`config.mk`:
```
export PLATFORM = sky130hd
export DESIGN_NAME = fm_op_seq
export DESIGN_NICKNAME = d
export VERILOG_FILES = /design/src/rtl/fm_pkg.sv /design/src/rtl/fm_kon_track.sv /design/src/rtl/fm_op_seq.sv
export SDC_FILE = /design/constraint.sdc
export NUM_CORES = 1
export LEC_CHECK = 0
export CAP_MARGIN = 20
export CORE_MARGIN = 2
export CORE_UTILIZATION = 50
export CTS_CLUSTER_DIAMETER = 80
export DETAILED_ROUTE_END_ITERATION = 7
export GPL_TIMING_DRIVEN = 0
export PLACE_DENSITY = 0.75
export SKIP_CTS_REPAIR_TIMING = 1
export SYNTH_ARGS = -nofsm -noshare
export SYNTH_HDL_FRONTEND = slang
export SYNTH_SLANG_ARGS = --single-unit
```
`constraint.sdc`:
```
create_clock -name clk -period 3.8 [get_ports clk]
set_clock_uncertainty 0.05 [all_clocks]
set_input_delay 1.14 -clock clk [delete_from_list [all_inputs] [get_ports clk]]
set_output_delay 1.14 -clock clk [all_outputs]
set_load 0.01 [all_outputs]
```
`src/rtl/fm_pkg.sv`:
```
// rtl/fm_pkg.sv - shared constants, state encodings and helpers for the FM operator pipeline
package fm_pkg;

    localparam int FM_NUM_OPS     = 36;
    localparam int FM_NUM_CH      = 18;
    localparam int FM_SLOT_CYCLES = 4;

    localparam int FM_OP_W = $clog2(FM_NUM_OPS);
    localparam int FM_CH_W = $clog2(FM_NUM_CH);
    localparam int FM_PH_W = $clog2(FM_SLOT_CYCLES);

    typedef enum logic [1:0] {
        SEQ_INIT = 2'd0,
        SEQ_IDLE = 2'd1,
        SEQ_RUN  = 2'd2
    } seq_state_e;

    // Two operators share a channel; the low op bit selects which one.
    function automatic logic [FM_CH_W-1:0] op_to_ch(input logic [FM_OP_W-1:0] op);
        return op[FM_OP_W-1:1];
    endfunction

endpackage

```
`src/rtl/fm_kon_track.sv`:
```
// rtl/fm_kon_track.sv - per-channel key-on latch and edge detector for the operator sweep
module fm_kon_track
    import fm_pkg::*;
(
    input  logic               clk,
    input  logic               reset,
    input  logic               capture_i,
    input  logic               commit_i,
    input  logic               active_i,
    input  logic [FM_CH_W-1:0] ch_i,
    input  logic [FM_NUM_CH-1:0] kon_vec_i,
    output logic               kon_o,
    output logic               restart_o
);

    logic [FM_NUM_CH-1:0] kon_lat_q, kon_lat_d;
    logic [FM_NUM_CH-1:0] kon_prev_q, kon_prev_d;

    // Snapshot key-on once per sweep; remember it per channel after the channel's second op.
    always_comb begin
        kon_lat_d  = kon_lat_q;
        kon_prev_d = kon_prev_q;
        if (capture_i) begin
            kon_lat_d = kon_vec_i;
        end
        if (commit_i) begin
            kon_prev_d[ch_i] = kon_lat_q[ch_i];
        end
    end

    // Latch registers.
    always_ff @(posedge clk) begin
        if (reset) begin
            kon_lat_q  <= '0;
            kon_prev_q <= '0;
        end else begin
            kon_lat_q  <= kon_lat_d;
            kon_prev_q <= kon_prev_d;
        end
    end

    // Outputs are only meaningful during a sample sweep; forced low otherwise.
    always_comb begin
        kon_o     = active_i & kon_lat_q[ch_i];
        restart_o = active_i & kon_lat_q[ch_i] & ~kon_prev_q[ch_i];
    end

endmodule

```
`src/rtl/fm_op_seq.sv`:
```
// rtl/fm_op_seq.sv - operator-slot sequencer with power-up clear sweep and sample sweeps
module fm_op_seq
    import fm_pkg::*;
(
    input  logic                 clk,
    input  logic                 reset,
    input  logic                 sample_tick,
    input  logic [FM_NUM_CH-1:0] kon_vec,
    output logic [FM_OP_W-1:0]   op_sel,
    output logic                 next,
    output logic                 op_reset,
    output logic                 restart,
    output logic                 kon,
    output logic                 busy,
    output logic                 sample_done,
    output logic                 overrun
);

    seq_state_e         state_q, state_d;
    logic [FM_PH_W-1:0] phase_q, phase_d;
    logic [FM_OP_W-1:0] op_sel_q, op_sel_d;
    logic               pending_q, pending_d;
    logic               overrun_q, overrun_d;
    logic               sample_done_q, sample_done_d;

    logic sweeping, last_phase, last_op, slot_end, go;

    assign sweeping   = (state_q != SEQ_IDLE);
    assign last_phase = (phase_q == FM_PH_W'(FM_SLOT_CYCLES - 1));
    assign last_op    = (op_sel_q == FM_OP_W'(FM_NUM_OPS - 1));
    assign slot_end   = sweeping & last_phase;
    assign go         = (state_q == SEQ_IDLE) & (sample_tick | pending_q);

    // State and counter registers.
    always_ff @(posedge clk) begin
        if (reset) begin
            state_q       <= SEQ_INIT;
            phase_q       <= '0;
            op_sel_q      <= '0;
            pending_q     <= 1'b0;
            overrun_q     <= 1'b0;
            sample_done_q <= 1'b0;
        end else begin
            state_q       <= state_d;
            phase_q       <= phase_d;
            op_sel_q      <= op_sel_d;
            pending_q     <= pending_d;
            overrun_q     <= overrun_d;
            sample_done_q <= sample_done_d;
        end
    end

    // Next state: sweeps end after the write strobe of the last operator.
    always_comb begin
        state_d       = state_q;
        phase_d       = '0;
        op_sel_d      = '0;
        pending_d     = pending_q;
        overrun_d     = overrun_q;
        sample_done_d = (state_q == SEQ_RUN) & slot_end & last_op;

        case (state_q)
            SEQ_INIT: if (slot_end && last_op) state_d = SEQ_IDLE;
            SEQ_IDLE: if (go)                  state_d = SEQ_RUN;
            SEQ_RUN:  if (slot_end && last_op) state_d = SEQ_IDLE;
            default:                           state_d = SEQ_INIT;
        endcase

        if (sweeping) begin
            if (last_phase) begin
                op_sel_d = last_op ? '0 : op_sel_q + FM_OP_W'(1);
            end else begin
                phase_d  = phase_q + FM_PH_W'(1);
                op_sel_d = op_sel_q;
            end
        end

        // A tick while busy is parked in pending; a second one is dropped and flagged.
        // In idle, pending is consumed, but a tick in that same cycle re-arms it.
        if (sweeping) begin
            if (sample_tick) begin
                if (pending_q) overrun_d = 1'b1;
                else           pending_d = 1'b1;
            end
        end else begin
            pending_d = pending_q & sample_tick;
        end
    end

    // Slot-level outputs decoded from state and counters.
    always_comb begin
        op_sel      = op_sel_q;
        next        = slot_end;
        op_reset    = (state_q == SEQ_INIT);
        busy        = sweeping;
        sample_done = sample_done_q;
        overrun     = overrun_q;
    end

    fm_kon_track u_kon_track (
        .clk       (clk),
        .reset     (reset),
        .capture_i (go),
        .commit_i  ((state_q == SEQ_RUN) & slot_end & op_sel_q[0]),
        .active_i  (state_q == SEQ_RUN),
        .ch_i      (op_to_ch(op_sel_q)),
        .kon_vec_i (kon_vec),
        .kon_o     (kon),
        .restart_o (restart)
    );

endmodule

```
==> reports/summary.txt, run 1 <==
synthesis-to-finish area growth - 25.2%
synth cell count leaders - dfxtp_1 (49), nand2_1 (44), a21oi_1 (37)
post-route cell area - 2810 µm²
EDFF count, synth - 0
ANT cells - 0
CP endpoint - restart
largest net degree at the start of global routing - 16
clk root buf - clkbuf_8
CP endpoint kind - output pin
I/O Pins - 34
Finished Layout Cells - 345
Slowest cell on crit path - mux4_2
area leader, netlist - dfxtp_1
# Max-Cap Violations - 0
Routed WL per cell - 14.6 µm
Ys Warns - 0
critical path's largest stage delay - 0.51 ns
critical path arrival - 2.51 ns
Worst EP required - 2.61 ns
Synth Cell Area - 2240 µm²
Avg Inst Size Synth - 8.97 µm²
worst-path fanout max - 6
Place WS - 0.282 ns
CP startpoint kind - flip-flop
vias per inst - 5.54
delay-heaviest family, CP - buffers and inverters
Yosys top cell area share - 43.7%
row count - 24
CP Class - flip-flop to output pin
CTS buffer count - 5
Netlist cell types - 41
GRT Resource Usage Total - 21.3%
Bufs on Longest Clock Path - 2
worst vdd ir - 246 µV
setup ws final - 0.100 ns
post-synthesis async set-or-reset flop share - 0%
total vias in the final route - 1,912
Initial DRC Count - 107
initial antenna violation count - 0
DP HPWL - 3520 µm
Crit. path cell count - 7
port bufs - 32
post-synthesis sequential area ratio - 43.7%
HP Start - phase_q[0]
minimum clock period - 3.70 ns
global-route wire length before repair - 8530 µm
PwrDens - 361 nW/µm²
fin nets - 315
placed inst area - 2630 µm²
fraction of layout cells with a size suffix above 1 - 13.0%
initial core utilization - 51.9%
outcome - finished clean
setup total negative slack - 0 ns
Die Wd - 71.0 µm
DRC viols - 0
crit path cell chain - buf_6, mux4_2, a22o_1, a31oi_4, a21oi_2, and3_1, clkdlybuf4s50_1
most numerous cell in the Yosys netlist - dfxtp_1
Peak Freq - 270 MHz
WL final - 5050 µm
CTS tree - done
Hold Vio Cnt, Final - 0
Post-Synthesis Cells - 250
worst hold-check path type - flip-flop to flip-flop
DP Cell Count - 334
Placeable Area - 4320 µm²
clk slew on worst S/H paths - 0.08 ns
DRT antenna net count - 0
Slew HR - 36.3%
worst hold slack - 0.386 ns
clk sinks - 49
crit path from - op_sel[1]
period utilisation layout - 97.4%
# setup viols final - 0
Tightest Pin Transition - 0.954 ns
first-pass iteration count of the detailed router - 4
vias in the first global route - 1,800
fin util - 65.0%
Post-synth top flop - dfxtp_1
WP buf/inv - 2
synth top area cells - dfxtp_1 (44%), a21oi_1 (8.3%), nand2_1 (7.4%)
Max Slew Vio Count - 0
Reg2Reg Capture Point - u_kon_track.kon_prev_q[14]
worst skew pair latency - 0.31 ns
Pwr Total - 1.01 mW
Congestion Overflow GR - 0
flop2flop setup slack - 1.51 ns
Routability Congestion - 0.827
leak pwr - 0.965 nW
FF-to-FF Start - phase_q[0]
Synth Net Count - 273
Die Area - 5040 µm²
#FFs+latches synth - 49
H-tree depth - 2
Reg2Reg Depth - 6
Die H - 71.0 µm
==> sequential cells by signal, summed over array words and instances, names as in the netlist <==
name,flops
op_sel,6
overrun,1
pending_q,1
phase_q,2
sample_done,1
state_q,2
u_kon_track.kon_lat_q,18
u_kon_track.kon_prev_q,18
==> cells in the final DEF, fill, tap and decap left out, types with 2 or more instances in the layout <==
master	n
a21oi_1	37
a22oi_1	3
a311oi_1	14
and2_1	2
and3_1	2
buf_1	2
buf_2	5
buf_4	5
buf_6	3
bufinv_16	2
clkbuf_1	6
clkbuf_2	2
clkbuf_8	5
clkdlybuf4s50_1	32
dfxtp_1	48
ha_1	2
mux2i_1	10
mux4_2	4
nand2_1	44
nand2b_1	7
nand3_1	3
nand4_1	2
nor2_1	19
nor2b_1	4
nor3_1	4
nor3b_1	2
nor3b_2	2
o21ai_0	2
xor2_1	2
==> cell families (layout without fill, tap and decap cells) <==
| kind of cell | count (synthesis) | after routing | share of synthesized area [%] |
|---|---|---|---|
| mux | 16 | 16 | 10.2 |
| xor+xnor | 3 | 3 | 1.17 |
| flops | 49 | 49 | 43.7 |
| compound gates | 64 | 64 | 18.7 |
| buf+inv | 20 | 63 | 4.85 |
| simple gates | 96 | 96 | 20.3 |
| fa+ha+maj | 2 | 2 | 1.12 |
==> worst min path at each step <==
| stage | end | slack [ns] | cells past startpoint |
|---|---|---|---|
| floorplan | phase_q[0] | 0.35 | 1 |
| global placement | phase_q[0] | 0.36 | 1 |
| detailed placement | phase_q[0] | 0.37 | 1 |
| CTS | phase_q[0] | 0.39 | 1 |
| global route | phase_q[0] | 0.42 | 1 |
| finish | phase_q[0] | 0.39 | 1 |
==> final cells by class <==
cell class              count  area (µm²)
fillers                   382        1520
multi-input cells         181        1170
flip-flops and latches     49         982
repair buffers             36         350
plain buffers              19         106
clock buffers               5        68.8
clock inverters             3        65.1
well taps                  52        65.1
==> per-layer routing <==
metal | wire length (µm) | track usage [%] | vias to the layer above
met2 | 2310 | 34.4 | 46
met4 | 94 | 6.08 | 0
met3 | 212 | 4.70 | 10
met5 | 0 | 0 | -
met1 | 2440 | 28.9 | 879
li1 | - | - | 977
==> worst reg2reg max path: stages (launching register included) <==
cell      delay, ns
dfxtp_1        0.34
ha_1           0.16
buf_4          0.17
nand4b_1       0.20
nor3b_1        0.84
a21oi_1        0.17
a311oi_1       0.28
==> where the power goes <==
group	internal [mW]	switching, mW	leakage [nW]
sequential	0.518	0.00364	0.396
combinational	0.0300	0.0210	0.501
clock	0.261	0.179	0.0681
total	0.810	0.204	0.965
No activity file was read; power rests on OpenSTA's default activity.
==> inputs of run 2 (changes only) <==
--- a/config.mk
+++ b/config.mk
@@ -6,7 +6,7 @@
 export NUM_CORES = 1
 export LEC_CHECK = 0
 export CAP_MARGIN = 20
-export CORE_MARGIN = 2
+export CORE_MARGIN = 3
 export CORE_UTILIZATION = 50
 export CTS_CLUSTER_DIAMETER = 80
 export DETAILED_ROUTE_END_ITERATION = 7
==> reports/summary.txt, run 2 (synthesis results as in run 1) <==
synthesis-to-finish area growth - 22.5%
ANT cells - 0 (unchanged)
CTS buffer count - 5 (unchanged)
Initial DRC Count - 186 (+74%)
setup ws final - 0.217 ns (+0.117 ns)
port bufs - 32 (unchanged)
Peak Freq - 279 MHz (+3.3%)
DRT antenna net count - 0 (unchanged)
RSZ-0062 raised after global routing - false
total vias in the final route - 1,943 (+1.6%)
minimum clock period - 3.58 ns (-0.117 ns)
# setup viols final - 0 (unchanged)
Die H - 73.0 µm (+2.8%)
PwrDens - 316 nW/µm² (-12%)
vias per inst - 5.66 (+2.2%)
outcome - finished clean
row count - 23 (-4.2%)
clk sinks - 49 (unchanged)
CP startpoint kind - flip-flop
worst hold-check path type - flip-flop to flip-flop
WL final - 5080 µm (+0.46%)
setup total negative slack - 0 ns (unchanged)
worst-path fanout max - 6 (unchanged)
fin nets - 315 (unchanged)
initial core utilization - 53.8% (+1.9 points)
critical path's largest stage delay - 0.52 ns (about the same)
Tightest Pin Transition - 0.925 ns (-0.0286 ns)
I/O Pins - 34 (unchanged)
flop2flop setup slack - 1.50 ns (about the same)
global-route wire length before repair - 8430 µm (-1.1%)
initial antenna violation count - 0 (unchanged)
HP Start - phase_q[0]
critical path arrival - 2.39 ns (-0.12 ns)
most common cell after layout, fill and taps aside - dfxtp_1
leak pwr - 0.957 nW (-0.91%)
clk root buf - clkbuf_8
worst skew pair latency - 0.30 ns (about the same)
clk slew on worst S/H paths - 0.09 ns (about the same)
Place WS - 0.270 ns (-0.0118 ns)
DP Cell Count - 332 (-0.60%)
FF-to-FF Start - phase_q[0]
Routability Congestion - 0.805 (-2.7%)
CTS tree - done
Placeable Area - 4170 µm² (-3.5%)
largest net degree at the start of global routing - 14 (-2)
worst vdd ir - 226 µV (-8.0%)
CP endpoint kind - output pin
crit path from - op_sel[1]
Slowest cell on crit path - mux4_2
worst hold slack - 0.389 ns (+0.00261 ns)
Worst EP required - 2.61 ns (about the same)
first-pass iteration count of the detailed router - 4 (unchanged)
# Max-Cap Violations - 0 (unchanged)
Die Area - 5330 µm² (+5.7%)
GRT Resource Usage Total - 20.2% (-1.1 points)
crit path cell chain - buf_6, mux4_2, a22o_1, a31oi_4, a21oi_2, clkdlybuf4s50_1
Finished Layout Cells - 343 (-0.58%)
Bufs on Longest Clock Path - 2 (unchanged)
Slew HR - 38.2% (+1.9 points)
CP Class - flip-flop to output pin
highest-count cells in the layout ignoring fill and taps - dfxtp_1 (48), nand2_1 (44), a21oi_1 (37), clkdlybuf4s50_1 (31), nor2_1 (19)
DRC viols - 0 (unchanged)
vias in the first global route - 1,743 (-3.2%)
period utilisation layout - 94.3% (-3.1 points)
Max Slew Vio Count - 0 (unchanged)
Congestion Overflow GR - 0 (unchanged)
Die Wd - 73.0 µm (+2.8%)
fraction of layout cells with a size suffix above 1 - 11.3% (-1.7 points)
Routed WL per cell - 14.8 µm (+1.0%)
Hold Vio Cnt, Final - 0 (unchanged)
H-tree depth - 2 (unchanged)
DP HPWL - 3540 µm (+0.72%)
run 2: cell count changes in the layout (fill, tap and decap cells not counted):
cell / previous run / this run
a22oi_1: 3 / 4
and3b_2: 1 / 0
dlymetal6s2s_1: 0 / 1
clkdlybuf4s50_1: 32 / 31
bufinv_16: 2 / 0
and3b_1: 0 / 1
clkbuf_1: 6 / 9
clkinv_2: 1 / 0
a22oi_2: 1 / 0
run 2: layout make-up:
type / instances / area, µm²
sequential: 49 / 982
fill: 368 / 1420
timing repair buffer: 36 / 353
clock buffer: 8 / 80.1
multi-input combinational: 181 / 1160
buffer: 19 / 106
tap: 50 / 62.6
run 2: routing by layer:
metal	part of all wire (%)	track usage, %
met5	0	0
met4	1.2	6.15
met3	5.3	4.13
met2	45	31.0
met1	48	28.6
run 2: worst max-delay path, delay by kind of cell (launching register included):
family	cells	cell delay [ns]
AO/OA/AOI/OAI	3	0.59
buffers and inverters	2	0.62
flip-flops	1	0.36
multiplexers	1	0.52
run 2: final timing paths:
kind / end / cells past startpoint
hold reg to reg: phase_q[0] / 1
hold / removal: phase_q[0] / 1
setup reg to reg: u_kon_track.kon_prev_q[14] / 6
setup / recovery: kon / 6
run 2: per-stage QoR:
| stage | area, µm² | utilization (%) | power (mW) |
|---|---|---|---|
| global placement | 2630 | 62.9 | 0.583 |
| detailed placement | 2630 | 62.9 | 0.584 |
| global route | 2750 | 65.9 | 0.900 |
| floorplan | 2240 | - | 0.554 |
| CTS | 2710 | 64.9 | 0.874 |
| finish | 2750 | 65.9 | 0.868 |
run 2: where the power goes:
| part | internal, mW | leakage (nW) | switching [mW] | total [mW] |
|---|---|---|---|---|
| Sequential | 0.518 | 0.396 | 0.00349 | 0.521 |
| Clock | 0.131 | 0.0395 | 0.164 | 0.296 |
| Combinational | 0.0299 | 0.521 | 0.0211 | 0.0510 |
| Total | 0.679 | 0.957 | 0.189 | 0.868 |
==> inputs of run 3 (changes only) <==
--- a/config.mk
+++ b/config.mk
@@ -6,10 +6,10 @@
 export NUM_CORES = 1
 export LEC_CHECK = 0
 export CAP_MARGIN = 20
-export CORE_MARGIN = 3
 export CORE_UTILIZATION = 50
 export CTS_CLUSTER_DIAMETER = 80
 export DETAILED_ROUTE_END_ITERATION = 7
+export GPL_ROUTABILITY_DRIVEN = 0
 export GPL_TIMING_DRIVEN = 0
 export PLACE_DENSITY = 0.75
 export SKIP_CTS_REPAIR_TIMING = 1
==> reports/summary.txt, run 3 (synthesis results as in run 1) <==
outcome - finished clean
Initial DRC Count - 123 (-34%)
Max Slew Vio Count - 0 (unchanged)
Worst EP required - 2.61 ns (about the same)
row count - 23 (unchanged)
PwrDens - 325 nW/µm² (+2.9%)
critical path arrival - 2.41 ns (+0.02 ns)
highest-count cells in the layout ignoring fill and taps - dfxtp_1 (48), nand2_1 (44), a21oi_1 (37), clkdlybuf4s50_1 (31), nor2_1 (19)
Die H - 69.0 µm (-5.5%)
worst vdd ir - 200 µV (-11%)
CP Class - flip-flop to output pin
I/O Pins - 34 (unchanged)
Peak Freq - 278 MHz (-0.44%)
largest net degree at the start of global routing - 16 (+2)
period utilisation layout - 94.7% (+0.42 points)
Metal-1 WL - 2370 µm (-3.0%)
Bufs on Longest Clock Path - 2 (unchanged)
Net Sw Power - 0.201 mW (+6.6%)
# setup viols final - 0 (unchanged)
H-tree depth - 2 (unchanged)
crit path cell chain - buf_6, mux4_2, a22o_1, a31oi_4, a21oi_2, clkdlybuf4s50_1
CP endpoint kind - output pin
Die Area - 4760 µm² (-11%)
GRT Resource Usage Total - 24.0% (+3.8 points)
worst skew pair latency - 0.31 ns (about the same)
delay-heaviest family, CP - buffers and inverters
Pwr Total - 0.897 mW (+3.3%)
total vias in the final route - 1,920 (-1.2%)
CP startpoint kind - flip-flop
Slew HR - 33.7% (-4.5 points)
Reg power frac - 58.2% (-1.9 points)
RSZ-0062 raised after global routing - false
Hold Vio Cnt, Final - 0 (unchanged)
sw frac - 22.5% (+0.69 points)
first-pass iteration count of the detailed router - 4 (unchanged)
Slowest cell on crit path - mux4_2
synthesis-to-finish area growth - 23.0%
minimum clock period - 3.60 ns (+0.0159 ns)
Tightest Pin Transition - 0.993 ns (+0.0672 ns)
DR top layer - met4
DP HPWL - 3500 µm (-1.2%)
DRC viols - 0 (unchanged)
WHS Path Cells - 1 (unchanged)
leak pwr - 0.960 nW (+0.33%)
fraction of layout cells with a size suffix above 1 - 12.0% (+0.76 points)
CTS tree - done
Die Wd - 69.0 µm (-5.5%)
Crit. path cell count - 6 (unchanged)
Congestion Overflow GR - 0 (unchanged)
worst hold-check path type - flip-flop to flip-flop
Routed WL per cell - 14.4 µm (-2.4%)
Comb power frac - 5.6% (-0.3 points)
Place WS - 0.215 ns (-0.0547 ns)
# Max-Cap Violations - 0 (unchanged)
initial core utilization - 54.1% (+0.37 points)
ANT cells - 0 (unchanged)
most common cell after layout, fill and taps aside - dfxtp_1
global-route wire length before repair - 8290 µm (-1.7%)
Clock power frac - 36.2% (+2.2 points)
Placeable Area - 4140 µm² (-0.69%)
port bufs - 32 (unchanged)
met2 wire length - 2290 µm (-0.69%)
fin nets - 313 (-0.63%)
WP buf/inv - 2 (unchanged)
Reg2Reg Depth - 6 (unchanged)
filler cell count in the final layout - 372 (+1.1%)
critical path's largest stage delay - 0.51 ns (about the same)
clk slew on worst S/H paths - 0.10 ns (about the same)
vias in the first global route - 1,776 (+1.9%)
CTS buffer count - 5 (unchanged)
WL final - 4930 µm (-3.0%)
setup ws final - 0.201 ns (-0.0159 ns)
clk root buf - clkbuf_8
cell-internal power - 0.696 mW (+2.4%)
clk sinks - 49 (unchanged)
worst-path fanout max - 6 (unchanged)
DRT antenna net count - 0 (unchanged)
vias per inst - 5.63 (-0.60%)
initial antenna violation count - 0 (unchanged)
metal3 WL - 193 µm (-29%)
run 3: power by group through the flow:
stage | clock, mW | combinational [mW] | sequential, mW
after global routing | 0.348 | 0.0564 | 0.523
after CTS | 0.331 | 0.0502 | 0.522
after floorplan | 0 | 0.0200 | 0.534
after global placement | 0 | 0.0495 | 0.533
after detailed placement | 0 | 0.0500 | 0.534
final | 0.325 | 0.0504 | 0.522
run 3: per-layer routing:
| layer | vias to the layer above | global-route usage (%) |
|---|---|---|
| met5 | - | 0 |
| met4 | 0 | 9.44 |
| met3 | 8 | 5.26 |
| met2 | 46 | 36.5 |
| met1 | 889 | 32.8 |
| li1 | 977 | - |
run 3: per-stage QoR:
stage	cells	setup TNS, ns	area [µm²]	hold slack, ns	utilization (%)
2_1_floorplan	250	0	2240	0.354	-
3_3_place_gp	332	0	2630	0.367	63.4
3_5_place_dp	332	0	2630	0.383	63.4
4_1_cts	340	-0.126	2720	0.396	65.7
5_1_grt	341	0	2760	0.416	66.6
6_report	341	0	2760	0.392	66.6
run 3: cell type report:
cell class,count,area [µm²],share of cell area (%)
Multi-Input combinational cell,181,1170,42.6
Sequential cell,49,982,35.6
Timing Repair Buffer,34,338,12.2
Buffer,19,106,3.85
Clock buffer,6,82.6,2.99
Tap cell,50,62.6,2.27
Clock inverter,2,13.8,0.499
run 3: worst paths after layout:
path / start / endpoint / slack (ns)
max: op_sel[1] / kon / 0.20
min reg2reg: phase_q[0] / phase_q[0] / 0.39
max reg2reg: phase_q[0] / u_kon_track.kon_prev_q[14] / 1.48
min: phase_q[0] / phase_q[0] / 0.39
